`src/rtl/out_col_accum_collector.sv`:
```
// Column output collector: sums pass_count beats per result, saturates to W bits, and queues results in a FIFO.
// Optional OUT_COL_ACCUM_RELU_EN adds relu_en_i, which forces negative results to zero before they enter the FIFO.
module out_col_accum_collector #(
    parameter int I_WIDTH    = 8,
    parameter int F_WIDTH    = 8,
    parameter int ACC_GUARD  = 4,
    parameter int PASS_WIDTH = 8,
    parameter int CNT_WIDTH  = 16,
    parameter int FIFO_DEPTH = 4
) (
    input  logic                       clk_i,
    input  logic                       out_reg_shift_rst_i,
    input  logic [I_WIDTH+F_WIDTH-1:0] in_data_i,
    input  logic                       in_valid_i,
    output logic                       in_ready_o,
    input  logic                       cfg_ld_i,
    input  logic [PASS_WIDTH-1:0]      pass_count_i,
    input  logic [CNT_WIDTH-1:0]       out_count_i,
    input  logic                       start_i,
`ifdef OUT_COL_ACCUM_RELU_EN
    input  logic                       relu_en_i,
`endif
    output logic [I_WIDTH+F_WIDTH-1:0] out_data_o,
    output logic                       out_valid_o,
    input  logic                       out_ready_i,
    output logic                       busy_o,
    output logic                       done_o,
    output logic                       overflow_o
);
    localparam int W     = I_WIDTH + F_WIDTH;
    localparam int A     = W + ACC_GUARD;
    localparam int PTR_W = $clog2(FIFO_DEPTH);

    typedef enum logic [1:0] {ST_IDLE, ST_RUN, ST_DRAIN} state_t;

    state_t                state_q, state_d;
    logic [A-1:0]          acc_q, acc_d;
    logic [PASS_WIDTH-1:0] pass_cnt_q, pass_cnt_d;
    logic [PASS_WIDTH-1:0] pass_cfg_q, pass_cfg_d;
    logic [CNT_WIDTH-1:0]  res_cnt_q, res_cnt_d;
    logic [CNT_WIDTH-1:0]  cnt_cfg_q, cnt_cfg_d;
    logic                  relu_q, relu_d;
    logic                  ovf_q, ovf_d;
    logic [PTR_W:0]        wr_ptr_q, wr_ptr_d;
    logic [PTR_W:0]        rd_ptr_q, rd_ptr_d;
    logic [W-1:0]          mem_q [FIFO_DEPTH];
    logic [W-1:0]          mem_d [FIFO_DEPTH];

    logic                  fifo_empty, fifo_full;
    logic                  accept, push, pop, last_beat, clamp, relu_in;
    logic [PASS_WIDTH-1:0] last_idx;
    logic [CNT_WIDTH-1:0]  res_cnt_inc;
    logic [A-1:0]          sum;
    logic [W-1:0]          sat_val, push_data;

`ifdef OUT_COL_ACCUM_RELU_EN
    assign relu_in = relu_en_i;
`else
    assign relu_in = 1'b0;
`endif

    // Pointers carry one extra wrap bit so full and empty are distinguishable.
    assign fifo_empty  = (wr_ptr_q == rd_ptr_q);
    assign fifo_full   = (wr_ptr_q[PTR_W] != rd_ptr_q[PTR_W]) &&
                         (wr_ptr_q[PTR_W-1:0] == rd_ptr_q[PTR_W-1:0]);
    assign in_ready_o  = (state_q == ST_RUN) && !fifo_full;
    assign accept      = in_valid_i && in_ready_o;
    assign out_valid_o = !fifo_empty;
    assign pop         = out_valid_o && out_ready_i;
    assign out_data_o  = fifo_empty ? '0 : mem_q[rd_ptr_q[PTR_W-1:0]];
    assign busy_o      = (state_q != ST_IDLE);
    assign overflow_o  = ovf_q;

    assign sum         = acc_q + {{ACC_GUARD{in_data_i[W-1]}}, in_data_i};
    assign clamp       = (sum[A-1:W-1] != '0) && (sum[A-1:W-1] != '1);
    assign sat_val     = !clamp   ? sum[W-1:0] :
                         sum[A-1] ? {1'b1, {(W-1){1'b0}}} : {1'b0, {(W-1){1'b1}}};
    assign push_data   = (relu_q && sat_val[W-1]) ? '0 : sat_val;

    // A pass count of zero behaves like one: every beat completes a result.
    assign last_idx    = (pass_cfg_q == '0) ? '0 : pass_cfg_q - 1'b1;
    assign last_beat   = (pass_cnt_q == last_idx);
    assign push        = accept && last_beat;
    assign res_cnt_inc = res_cnt_q + 1'b1;

    generate
        for (genvar gi = 0; gi < FIFO_DEPTH; gi++) begin : g_fifo_entry
            assign mem_d[gi] = (push && (wr_ptr_q[PTR_W-1:0] == PTR_W'(gi))) ? push_data : mem_q[gi];
        end
    endgenerate

    always_comb begin
        state_d    = state_q;
        acc_d      = acc_q;
        pass_cnt_d = pass_cnt_q;
        pass_cfg_d = pass_cfg_q;
        res_cnt_d  = res_cnt_q;
        cnt_cfg_d  = cnt_cfg_q;
        relu_d     = relu_q;
        ovf_d      = ovf_q;
        wr_ptr_d   = wr_ptr_q + (PTR_W+1)'(push);
        rd_ptr_d   = rd_ptr_q + (PTR_W+1)'(pop);
        done_o     = 1'b0;
        case (state_q)
            ST_IDLE: begin
                if (cfg_ld_i) begin
                    pass_cfg_d = pass_count_i;
                    cnt_cfg_d  = out_count_i;
                    relu_d     = relu_in;
                end
                // Reads the _d config so a same-cycle load is used by this start.
                if (start_i) begin
                    acc_d      = '0;
                    pass_cnt_d = '0;
                    res_cnt_d  = '0;
                    ovf_d      = 1'b0;
                    state_d    = (cnt_cfg_d == '0) ? ST_DRAIN : ST_RUN;
                end
            end
            ST_RUN: begin
                if (accept) begin
                    if (last_beat) begin
                        acc_d      = '0;
                        pass_cnt_d = '0;
                        res_cnt_d  = res_cnt_inc;
                        if (clamp) begin
                            ovf_d = 1'b1;
                        end
                        if (res_cnt_inc == cnt_cfg_q) begin
                            state_d = ST_DRAIN;
                        end
                    end else begin
                        acc_d      = sum;
                        pass_cnt_d = pass_cnt_q + 1'b1;
                    end
                end
            end
            ST_DRAIN: begin
                if (fifo_empty) begin
                    done_o  = 1'b1;
                    state_d = ST_IDLE;
                end
            end
            default: state_d = ST_IDLE;
        endcase
    end

    always_ff @(posedge clk_i or posedge out_reg_shift_rst_i) begin
        if (out_reg_shift_rst_i) begin
            state_q    <= ST_IDLE;
            acc_q      <= '0;
            pass_cnt_q <= '0;
            pass_cfg_q <= '0;
            res_cnt_q  <= '0;
            cnt_cfg_q  <= '0;
            relu_q     <= 1'b0;
            ovf_q      <= 1'b0;
            wr_ptr_q   <= '0;
            rd_ptr_q   <= '0;
            for (int i = 0; i < FIFO_DEPTH; i++) begin
                mem_q[i] <= '0;
            end
        end else begin
            state_q    <= state_d;
            acc_q      <= acc_d;
            pass_cnt_q <= pass_cnt_d;
            pass_cfg_q <= pass_cfg_d;
            res_cnt_q  <= res_cnt_d;
            cnt_cfg_q  <= cnt_cfg_d;
            relu_q     <= relu_d;
            ovf_q      <= ovf_d;
            wr_ptr_q   <= wr_ptr_d;
            rd_ptr_q   <= rd_ptr_d;
            mem_q      <= mem_d;
        end
    end

endmodule

```
`config.mk`:
```
export PLATFORM = sky130hd
export DESIGN_NAME = out_col_accum_collector
export DESIGN_NICKNAME = d
export VERILOG_FILES = /design/src/rtl/out_col_accum_collector.sv
export SDC_FILE = /design/constraint.sdc
export NUM_CORES = 1
export LEC_CHECK = 0
export BUFFER_PORTS_ARGS = -buffer_cell sky130_fd_sc_hd__buf_2
export CORE_MARGIN = 5
export CORE_UTILIZATION = 50
export DETAILED_ROUTE_END_ITERATION = 10
export PLACE_DENSITY = 0.74
export SYNTH_ARGS = -nofsm -noshare
export SYNTH_HDL_FRONTEND = slang
export SYNTH_SLANG_ARGS = --single-unit
```
`constraint.sdc`:
```
create_clock -name clk_i -period 6.36 [get_ports clk_i]
set_input_delay 0.318 -clock clk_i [delete_from_list [all_inputs] [get_ports clk_i]]
set_output_delay 0.318 -clock clk_i [all_outputs]
set_load 0.02 [all_outputs]
```
==> results.py, run 1 <==
metrics = {
    "power": {
        "vdd_drop_max_uv": 275,
        "p_comb_share_pct": 44.2,
        "power.switching_uw": 1700,
        "power.density_nw_per_um2": 437,
        "switching_share_pct": 41.4,
        "p_int_uw": 2410,
        "p_leak_uw": 0.00416,
        "seq_power_share_pct": 32.0,
        "clkPwrFrac_pct": 23.8,
    },
    "critical_path": {
        "r2r_start": "pass_cfg_q[0]",
        "cp.arrival_ps": 4460,
        "critPathLaunch": "pass_cfg_q[0]",
        "setup.worst_path.end_class": "flip-flop",
        "critical_path.max_fanout": 28,
        "crit_type": "reg -> reg",
        "critPathLaunchType": "flip-flop",
        "required_ps": 6660,
    },
    "yosys": {
        "seq_area_frac_synth_pct": 41.8,
        "async_flop_share_pct": 100,
        "syn_inst": 876,
        "ys_ff_latch": 141,
        "ys_types": 76,
        "synthFlopType": "dfrtp_1",
        "synth_area_per_cell_um2": 9.64,
        "synth_edf_count": 0,
        "syn_area_um2": 8440,
        "yosysWarnings": 0,
        "syn_nets": 949,
    },
    "cells_and_area": {
        "fillCellCount": 1483,
        "finalNetCount": 986,
        "final_common_cell": "dfrtp_1",
        "area_delta_synth_final_pct": 11.4,
        "diodes": 0,
        "drive_gt1_share_pct": 18.6,
        "final_cell_mix": "dfrtp_1, nor2_1, a21oi_1",
    },
    "routing": {
        "remaining_drc_errors": 0,
        "drt-initial-drc-count": 485,
        "vias_per_cell": 5.87,
        "first_pass_iters": 5,
        "vias": 6731,
        "drt-wirelength-per-cell_um": 17.3,
        "ant_nets": 0,
        "wirelength_um": 19800,
    },
    "clocking": {
        "cts.sinks": 141,
        "clkSlewWorstSetupHoldPaths_ps": 60,
        "insertion_delay_ps": 430,
        "cts_tree": "done",
        "post_cts_buffers": 0,
        "cts_hold_buf": 0,
        "clk_path_buf_depth": 2,
        "cts_resized": 0,
        "cts_max_level": 4,
        "cts_buffers": 17,
        "root_buffer": "clkbuf_16",
    },
    "sta": {
        "period_share_pct": 65.4,
        "final.setup.tns_ps": 0,
        "fin_hold_ws_ps": -7.12,
        "setup_viol": 0,
        "fin_crit_ps": 4160,
        "fmax_mhz": 240,
        "slew_headroom_pct": 23.1,
        "slew_violations": 0,
        "hold_violations": 3,
        "rsz0062_at_grt": "false",
        "skew_ps": 6.38,
        "worstMarginPinSlew_ps": 1150,
    },
    "floorplan": {
        "initial_utilization_pct": 50.9,
        "rows": 47,
        "die_w_um": 140,
        "core_um2": 16600,
        "die_h_um": 140,
        "dieArea_um2": 19600,
        "num_io_pins": 67,
    },
    "status": {
        "status": "finished with violations",
        "violations": "negative hold slack",
    },
    "place": {
        "hpwlAfterDp_um": 13700,
        "port_buffers": 66,
        "gp_congestion": 0.900,
    },
    "flow_run": {
        "cap_violations": 0,
    },
    "hold_path": {
        "min_path_type": "in -> async",
    },
    "global_route": {
        "top_usage_layer": "met2",
        "use_met1_pct": 29.4,
        "grt_util_all_layers_pct": 20.6,
        "grt_pass1_wl_um": 32900,
        "use_met2_pct": 32.7,
        "grt_pass1_vias": 6388,
        "grt_max_degree": 74,
        "grt_overflow": 0,
        "grt_util_met3_pct": 4.02,
        "antenna_found_initial": 0,
    },
}
[Yosys cell counts, types with 11 or more instances]
cell type | count | area (um^2)
nand3_1 | 23 | 115
xnor2_1 | 26 | 228
a21oi_1 | 82 | 410
nor3_1 | 15 | 75.1
o31ai_1 | 26 | 195
inv_1 | 13 | 48.8
o21ai_0 | 52 | 260
nand4_1 | 11 | 68.8
nor2_1 | 91 | 342
ha_1 | 26 | 325
and3_1 | 11 | 68.8
clkbuf_1 | 35 | 131
nand2_1 | 62 | 233
mux4_2 | 16 | 360
mux2_2 | 27 | 304
nor2b_1 | 22 | 138
xor2_1 | 26 | 228
dfrtp_1 | 141 | 3530
nand2b_1 | 21 | 131
[metal layers]
layer	wire, um	part of all wire [%]	up-vias
met2	9310	47	169
met1	9270	47	3288
li1	-	-	3250
met3	924	4.7	24
met4	281	1.4	0
met5	0	0	-
[area by class of cell]
type,count,area (um^2),area share [%]
clock buffers,21,460,4.89
clock inverters,11,118,1.25
inverters,14,57.6,0.612
multi-input cells,669,4610,49.0
flip-flops and latches,141,3530,37.5
well taps,220,275,2.93
repair buffers,70,360,3.83
[flip-flops by register name (all words and copies together) (netlist names)]
register	count
acc_q	20
cnt_cfg_q	16
mem_q	64
overflow_o	1
pass_cfg_q	8
pass_cnt_q	8
rd_ptr_q	3
res_cnt_q	16
state_q	2
wr_ptr_q	3
[final timing paths]
check                                end  slack (ps)  depth (start not counted)
setup / recovery            res_cnt_q[4]        2200                         10
hold / removal                 mem_q[17]          -7                          2
setup reg to reg            res_cnt_q[4]        2200                         10
hold reg to reg                 acc_q[7]         480                          2
max in group asynchronous      acc_q[17]        5030                          3
min in group clk_i         pass_cfg_q[1]         100                          3
[per-stage QoR]
stage                     std cells  utilization (%)  setup slack [ps]  power [uW]  instance area [um^2]
after global routing           1146             56.7              1710        4390                  9410
after global placement         1114             53.2              2370        3100                  8830
after floorplan                 876                -              2260        2680                  8440
after detailed placement       1114             53.2              2280        3130                  8830
after CTS                      1146             56.7              2200        4120                  9410
final                          1146             56.7              2200        4110                  9410
[critical path, cell delays in order, from the launching register on]
cell and delay [ps]:
dfrtp_1 440, inv_1 120, ha_1 300, nor3b_1 400, nand2_1 140, or3_1 330, a22oi_1 300, a41o_1 900
nand2_1 620, o21ai_0 390, o31ai_2 100
[cells by family (layout without fill, tap and decap cells)]
kind of cell               Yosys count  in the layout  share of synthesized area (%)
and+or+nand+nor                    308            308                           18.9
AOI/OAI and AO/OA                  234            234                           17.6
DFF                                141            141                           41.8
buffers and inverters               66            116                           3.76
xor gates and xnor gates            52             52                           5.39
muxes                               48             48                           8.46
adders and majority gates           27             27                           4.09
[power by group through the flow]
stage	Clock [uW]	Sequential (uW)	Combinational, uW
6_report	978	1320	1820
5_1_grt	1040	1350	2010
3_3_place_gp	0	1320	1770
2_1_floorplan	0	1230	1450
3_5_place_dp	0	1330	1800
4_1_cts	989	1310	1820
(Power assumes the default switching activity.)
==> run 2: changes to the inputs <==
PLACE_DENSITY = 0.77   (was 0.74)
clock period = 3.8 ns   (was 6.36 ns; I/O delays follow)
==> run 2 against run 1 <==
Compared with the run above:
- clock skew increased by 2.0 ps
- combinational power increased by 74%
- critical path depth increased by 1
- largest power group unchanged
- total power increased by 73%
- critical endpoint is now mem_q[53]
- largest cell class unchanged
- the flow now finishes without violations
- sequential power increased by 64%
- core utilization increased by 2.5 points
- global-route usage increased by 1.1 points
- sequential share of layout area decreased by 1.6 points
- non-clock buffer count increased by 38
==> results.py, run 2 (synthesis gave the netlist of run 1 again) <==
metrics = {
    "status": {
        "status": "finished clean",
    },
    "sta": {
        "fmax_mhz": 286,
        "final.setup.tns_ps": 0,
        "period_share_pct": 92.1,
        "worstMarginPinSlew_ps": 1030,
        "setup_viol": 0,
        "slew_violations": 0,
        "rsz0062_at_grt": "false",
        "skew_ps": 8.35,
        "hold_violations": 0,
        "fin_crit_ps": 3500,
        "setup_ws_ps": 299,
        "slew_headroom_pct": 31.5,
    },
    "clocking": {
        "cts_tree": "done",
        "clkSlewWorstSetupHoldPaths_ps": 60,
        "root_buffer": "clkbuf_16",
        "clk_path_buf_depth": 2,
        "cts_buffers": 17,
        "cts_max_level": 4,
        "cts.sinks": 141,
        "insertion_delay_ps": 430,
    },
    "hold_path": {
        "min_path_type": "in -> reg",
        "worstHoldStart": "out_count_i[5]",
        "holdPathEnd": "cnt_cfg_q[5]",
        "holdPathStages": 2,
    },
    "global_route": {
        "grt_pass1_vias": 7073,
        "use_met1_pct": 28.6,
        "top_usage_layer": "met2",
        "grt_max_degree": 108,
        "grt_util_met3_pct": 4.70,
        "grt_overflow": 0,
        "grt_pass1_wl_um": 35100,
        "use_met2_pct": 36.0,
        "grt_util_all_layers_pct": 21.7,
        "antenna_found_initial": 0,
    },
    "power": {
        "p_leak_uw": 0.00436,
        "power.density_nw_per_um2": 725,
        "vdd_drop_max_uv": 425,
        "switching_share_pct": 40.9,
        "p_int_uw": 4210,
        "clkPwrFrac_pct": 25.1,
        "p_comb_share_pct": 44.5,
        "power.switching_uw": 2910,
        "seq_power_share_pct": 30.4,
    },
    "critical_path": {
        "rr_worst_depth": 11,
        "cp.arrival_ps": 3800,
        "crit_type": "reg -> reg",
        "critPathLaunchType": "flip-flop",
        "rrSetupSlack_ps": 300,
        "rr_endpoint": "mem_q[53]",
        "required_ps": 4100,
        "critical_path.max_fanout": 13,
        "r2r_start": "acc_q[0]",
        "setup.worst_path.end_class": "flip-flop",
    },
    "cells_and_area": {
        "largest_reg_flops": 64,
        "final_cell_mix": "dfrtp_1, nor2_1, a21oi_1",
        "finish.instance_area_um2": 9820,
        "largestRegisters": "mem_q: 64 flops, acc_q: 20 flops",
        "regMostFlops": "mem_q",
        "final_common_cell": "dfrtp_1",
        "instances_no_fill": 1184,
        "drive_gt1_share_pct": 19.7,
        "area_delta_synth_final_pct": 16.4,
        "post-route-util_pct": 59.2,
        "diodes": 0,
        "finalNetCount": 1024,
    },
    "routing": {
        "wirelength_um": 20600,
        "ant_nets": 0,
        "vias": 6965,
        "remaining_drc_errors": 0,
        "first_pass_iters": 5,
        "drt-initial-drc-count": 522,
        "vias_per_cell": 5.88,
        "drt-wirelength-per-cell_um": 17.4,
    },
    "place": {
        "gp_congestion": 0.854,
        "pre_cts_slack_ps": 257,
        "dpl_cell_area_um2": 8950,
        "hpwlAfterDp_um": 14000,
        "dp.cells": 1130,
        "port_buffers": 66,
    },
    "floorplan": {
        "die_h_um": 140,
        "initial_utilization_pct": 50.9,
        "rows": 47,
        "num_io_pins": 67,
        "die_w_um": 140,
        "core_um2": 16600,
        "dieArea_um2": 19600,
    },
    "flow_run": {
        "cap_violations": 0,
    },
}
## run 2: worst max path at each step
stage                         start         to  slack (ps)  cells past startpoint
after floorplan           acc_q[12]  mem_q[40]         650                     10
after global placement     acc_q[0]  mem_q[18]         410                     10
after detailed placement   acc_q[0]  mem_q[19]         260                     10
after CTS                  acc_q[0]  mem_q[21]         210                     10
after global routing       acc_q[0]  mem_q[58]          90                     11
final                      acc_q[0]  mem_q[53]         300                     11
## run 2: metrics by stage
step / total power [uW] / hold slack, ps
after floorplan: 4490 / 307
after global placement: 5210 / 378
after global routing: 7620 / 9.19
after CTS: 7140 / 0.896
after detailed placement: 5300 / 381
final: 7120 / 20.9
## run 2: power groups by stage
stage	Sequential (uW)	Combinational (uW)	Clock, uW
after floorplan	2060	2420	0
after global placement	2170	3040	0
after detailed placement	2190	3120	0
after CTS	2160	3160	1810
after global routing	2220	3510	1890
final	2170	3170	1790
## run 2: layer usage
layer	share of wire, %	vias up
li1	-	3335
met1	44	3362
met2	48	230
met3	5.6	38
met4	2.0	0
met5	0	-
## run 2: area by class of cell
cell class              instances  area [um^2]
repair buffers                108          733
clock buffers                  19          443
clock inverters                13          189
multi-input cells             669         4600
fillers                      1383         6760
inverters                      14         56.3
well taps                     220          275
flip-flops and latches        141         3530
## run 2: what timing repair did
item                       4_1_cts  5_1_grt
gates resized for setup          0        0
setup endpoints to repair        0       14
hold buffers                    19        1
hold endpoints to repair        52        1
buffers inserted                 0        2
## run 2: worst max-delay path, cell delays in order, from the launching register on
cell,delay (ps)
dfrtp_1,380
ha_1,220
fa_1,450
a211oi_1,320
nor3_1,140
o21a_1,210
a31oi_1,280
xnor2_1,210
or4_4,650
a21boi_2,180
buf_4,230
a21oi_1,100
